==> src/rtl/serial_adder_ctrl_pkg.sv <==
// Shared definitions for the bit-serial adder controller: FSM state encoding
// and the default operand width.
package serial_adder_ctrl_pkg;

  localparam int unsigned SA_N_DEFAULT = 4;

  // 2'd3 is unused and recovers to ST_IDLE in the controller.
  typedef enum logic [1:0] {
    ST_IDLE = 2'd0,
    ST_RUN  = 2'd1,
    ST_DONE = 2'd2
  } sa_state_e;

endpackage

==> src/rtl/serial_adder_ctrl_cell.sv <==
// Single-bit full adder; the only adder logic in the serial add datapath.
// Port order is outputs first, then inputs.
module full_adder_cell (
  output logic s,
  output logic co,
  input  logic x,
  input  logic y,
  input  logic ci
);

  assign s  = x ^ y ^ ci;
  assign co = (x & y) | (ci & (x ^ y));

endmodule

==> src/rtl/serial_adder_ctrl.sv <==
// Bit-serial adder controller: latches two N-bit operands on start, steps one
// shared full-adder cell per clock LSB first, then presents {cout,sum} with a
// one-cycle done pulse.
module serial_adder_ctrl
  import serial_adder_ctrl_pkg::*;
#(
  parameter int unsigned N = SA_N_DEFAULT
) (
  input  logic         clk,
  input  logic         rst,
  input  logic         start,
  input  logic [N-1:0] a,
  input  logic [N-1:0] b,
  input  logic         cin,
  output logic [N-1:0] sum,
  output logic         cout,
  output logic         busy,
  output logic         done
);

  localparam int unsigned     CNT_W = $clog2(N + 1);
  localparam logic [CNT_W-1:0] LAST = CNT_W'(N - 1);

  sa_state_e        state_q, state_d;
  logic [N-1:0]     a_sh_q, a_sh_d;
  logic [N-1:0]     b_sh_q, b_sh_d;
  logic [N-1:0]     sum_sh_q, sum_sh_d;
  logic [N-1:0]     sum_q, sum_d;
  logic             carry_q, carry_d;
  logic             cout_q, cout_d;
  logic [CNT_W-1:0] count_q, count_d;
  logic             cell_s, cell_co;
  logic [N-1:0]     sum_shifted;

  full_adder_cell u_cell (
    .s  (cell_s),
    .co (cell_co),
    .x  (a_sh_q[0]),
    .y  (b_sh_q[0]),
    .ci (carry_q)
  );

  // Shift-and-insert written with >> and << so it stays legal for N=1.
  assign sum_shifted = (sum_sh_q >> 1) | (N'(cell_s) << (N - 1));

  // Next-state and datapath update for the IDLE -> RUN -> DONE sequence.
  always_comb begin
    state_d  = state_q;
    a_sh_d   = a_sh_q;
    b_sh_d   = b_sh_q;
    sum_sh_d = sum_sh_q;
    sum_d    = sum_q;
    carry_d  = carry_q;
    cout_d   = cout_q;
    count_d  = count_q;
    case (state_q)
      ST_IDLE: begin
        if (start) begin
          a_sh_d  = a;
          b_sh_d  = b;
          carry_d = cin;
          count_d = '0;
          state_d = ST_RUN;
        end
      end
      ST_RUN: begin
        a_sh_d   = a_sh_q >> 1;
        b_sh_d   = b_sh_q >> 1;
        sum_sh_d = sum_shifted;
        carry_d  = cell_co;
        count_d  = count_q + CNT_W'(1);
        if (count_q == LAST) begin
          sum_d   = sum_shifted;
          cout_d  = cell_co;
          state_d = ST_DONE;
        end
      end
      ST_DONE: state_d = ST_IDLE;
      default: state_d = ST_IDLE;
    endcase
  end

  // State and datapath registers with synchronous reset.
  always_ff @(posedge clk) begin
    if (rst) begin
      state_q  <= ST_IDLE;
      a_sh_q   <= '0;
      b_sh_q   <= '0;
      sum_sh_q <= '0;
      sum_q    <= '0;
      carry_q  <= 1'b0;
      cout_q   <= 1'b0;
      count_q  <= '0;
    end else begin
      state_q  <= state_d;
      a_sh_q   <= a_sh_d;
      b_sh_q   <= b_sh_d;
      sum_sh_q <= sum_sh_d;
      sum_q    <= sum_d;
      carry_q  <= carry_d;
      cout_q   <= cout_d;
      count_q  <= count_d;
    end
  end

  assign sum  = sum_q;
  assign cout = cout_q;
  assign busy = (state_q == ST_RUN) || (state_q == ST_DONE);
  assign done = (state_q == ST_DONE);

endmodule
==> config.mk <==
export PLATFORM = sky130hd
export DESIGN_NAME = serial_adder_ctrl
export DESIGN_NICKNAME = d
export VERILOG_FILES = /design/src/rtl/serial_adder_ctrl_pkg.sv /design/src/rtl/serial_adder_ctrl_cell.sv /design/src/rtl/serial_adder_ctrl.sv
export SDC_FILE = /design/constraint.sdc
export NUM_CORES = 1
export LEC_CHECK = 0
export ABC_AREA = 1
export CORE_AREA = 2 2 50 52
export CTS_CLUSTER_DIAMETER = 30
export DETAILED_ROUTE_END_ITERATION = 6
export DIE_AREA = 0 0 52 54
export PLACE_DENSITY = 0.84
export SETUP_SLACK_MARGIN = 0.2
export SLEW_MARGIN = 40
export SYNTH_ARGS = -nofsm -noshare
export SYNTH_HDL_FRONTEND = slang
export SYNTH_SLANG_ARGS = --single-unit
==> constraint.sdc <==
create_clock -name clk -period 1.6 [get_ports clk]
set_clock_uncertainty 0.1 [all_clocks]
set_input_delay 0.24 -clock clk [delete_from_list [all_inputs] [get_ports clk]]
set_output_delay 0.24 -clock clk [all_outputs]
set_load 0.005 [all_outputs]
==> impl_results.md, run 1 <==
- Status: finished clean
- Initial antenna violation count: 0
- Most frequent cells after synthesis: nand2_1, nor2_1, dfxtp_1
- CTS clk-pin slew, worst paths: 0.13 ns
- Worst-path maximum fanout: 3
- WP data required: 1.26 ns
- First-pass GRT wire length: 3.62 mm
- Post-synth top flop: dfxtp_1
- Met3 routed WL: 90 um
- Synth area leader: dfxtp_1
- Tot GR Track Use: 17.7%
- Drc violations: 0
- DRT antenna net count: 0
- Drt total wl: 2.26 mm
- Drt wl/cell: 10.9 um
- Routed length on met1: 920 um
- Leakage Power: 0.682 nW
- Clock Latency Late Sink: 0.32 ns
- R2r setup slk: 0.27 ns
- # rows: 18
- Post-synth top area share: 41.3%
- Utilization after layout: between 60% and 70%
- Final-report hold violation count: 0
- Chip height: 54 um
- H-tree depth: 1
- Clock root cell: clkbuf_4
- Final WS setup: between 0.15 and 0.2 ns
- Slew Limit Fails: 0
- Setup violators final: 0
- Die width: around 52 um
- Fin crit share: 88.2%
- Core Area: approximately 0.0023 mm^2
- Initial core utilization: between 40% and 50%
- Layout area overhead: 35.1%
- Clock sinks: 22
- Peak Freq: ~0.71 GHz
- Vias/cell: 4.74
- DR iter-0 viols: 12
- Largest net degree at the start of global routing: 17
- CTS tree: done
- Pwr dens: between 1000 and 1500 mW/mm^2
- Total number of vias: 981
- Fin crit period: 1.41 ns
- Fill cell count: ~210
- Worst slew pin tran: about 0.42 ns
- Syn nets: roughly 170
- Fraction of layout cells with a size suffix above 1: 23.2%
- RD Place Congestion: approximately 0.71
- RSZ-0062 raised after global routing: yes
- Slew headroom: 71.7%
- HPWL after detailed placement: approximately 1.6 mm
- Warnings from Yosys: 0
- Maximum VDD drop: 888 uV
- CP Capture Type: output port
- Yosys reg bits: 22
- Post-synthesis sequential area ratio: 41.3%
- Drt pass-1 iters: 4
- I/O Buffers: 18
- Setup crit start kind: flip-flop
- Data arrival, critical path: 1.07 ns
- DR WL met2: between 1 and 1.5 mm
- Post-Syn Instances: 150
- Placed Instance Area: 0.00127 mm^2
- Asr flop ratio synth: 0%
- Max Used Layer: met4
- Vias in the first global route: 916
- Synth Cell Area: 0.00107 mm^2
- Post-synth EDFFs: 0
- I/O pin cnt: 19
- Grt ovf: 0
- Final layout net count: 196
- Placement Setup Slack: a little over 0.09 ns
- MaxCap Viol Count: 0
- Crit Path Category: reg2out
- Hold Path Class: reg2reg
- CTS Buf Count: 3
- Die footprint: around 0.0028 mm^2
- Design area: approximately 0.0014 mm^2
- Post-Syn Area per Cell: 7.11 um^2
- Synth top area cells: dfxtp_1, nand2_1, nor2_1, ha_1, inv_1
- Netlist cell types: 17
- CTS Buffer Depth: 2
- Setup tns final: 0 ns
- ANT cells: 0
- Most common cell in the netlist: nand2_1
==> layer usage <==
metal	up-vias	GRT usage [%]
met5	-	0
met4	0	7.89
met3	6	2.50
met2	24	35.4
met1	435	17.9
li1	516	-
==> final cells by class <==
class / instances / area [um^2] / area share [%]
inverters: 15 / 61.3 / 4.26
repair buffers: 27 / 249 / 17.3
multi-input cells: 109 / 586 / 40.7
well taps: 30 / 37.5 / 2.61
flip-flops and latches: 22 / 454 / 31.5
clock buffers: 3 / 22.5 / 1.56
clock inverters: 1 / 30.0 / 2.09
==> where the power goes <==
group | switching, W | total, W | internal [W]
clock | 0.000179 | 0.000433 | 0.000254
sequential | 0.0000373 | 0.000646 | 0.000609
combinational | 0.000259 | 0.000471 | 0.000212
total | 0.000476 | 0.00155 | 0.00107
==> sequential cells by signal (all words and copies together), names as in the netlist <==
register,cells
sum,4
cout,1
state_q,2
carry_q,1
b_sh_q,4
a_sh_q,4
sum_sh_q,3
count_q,3
==> worst max-delay path: stages (launching register included) <==
cell and delay [ns]:
dfxtp_4 0.38, inv_4 0.05, ha_4 0.25, buf_6 0.08
==> cell families (layout without fill, tap and decap cells) <==
logic type,Yosys count,in the layout,synth area share [%]
DFF,22,22,41.3
and+or+nand+nor,86,87,34.3
buffers and inverters,20,46,9.15
adders and majority gates,6,6,7.75
AOI/OAI and AO/OA,16,16,7.51
==> layout by cell type, fill, tap and decap left out, types with 2 or more instances in the layout <==
cell             count
nand2_1             41
ha_4                 2
buf_6                4
inv_1               10
nand2_2              5
inv_4                2
clkbuf_4             3
nand3b_1             2
clkdlybuf4s50_1     11
dlygate4sd2_1        5
dfxtp_1             13
dfxtp_2              8
o21ai_0              7
a21oi_1              8
nor2_1              29
nand4_1              2
buf_4                6
ha_1                 2
inv_2                3
nand2_4              3
nand3_1              4
==> path summary, 6_finish.rpt <==
| kind | from | end | cells past startpoint |
|---|---|---|---|
| worst max-delay path | state_q[0] | busy | 3 |
| worst min-delay path | count_q[1] | count_q[1] | 2 |
| worst max register to register | state_q[0] | b_sh_q[0] | 8 |
| worst min register to register | count_q[1] | count_q[1] | 2 |
==> per-stage QoR <==
stage | hold slack, ns | instances | total power (W)
finish | 0.371 | 207 | 0.00155
global route | 0.391 | 207 | 0.00164
CTS | 0.377 | 204 | 0.00147
detailed placement | 0.361 | 197 | 0.00102
global placement | 0.349 | 197 | 0.00100
floorplan | 0.209 | 150 | 0.000929
==> what timing repair did <==
item / in CTS / in global routing
hold buffers: 0 / 0
buffers inserted: 3 / 2
setup endpoints to repair: 18 / 21
gates resized for setup: 23 / 19
cloned: 0 / 1
pin swaps: 0 / 3
(Power assumes the default switching activity.)
==> inputs of run 2 (changes only) <==
- HOLD_SLACK_MARGIN: default -> 0.06
==> results of run 2 <==
No change in the layout: final DEF, timing and power equal those of run 1.
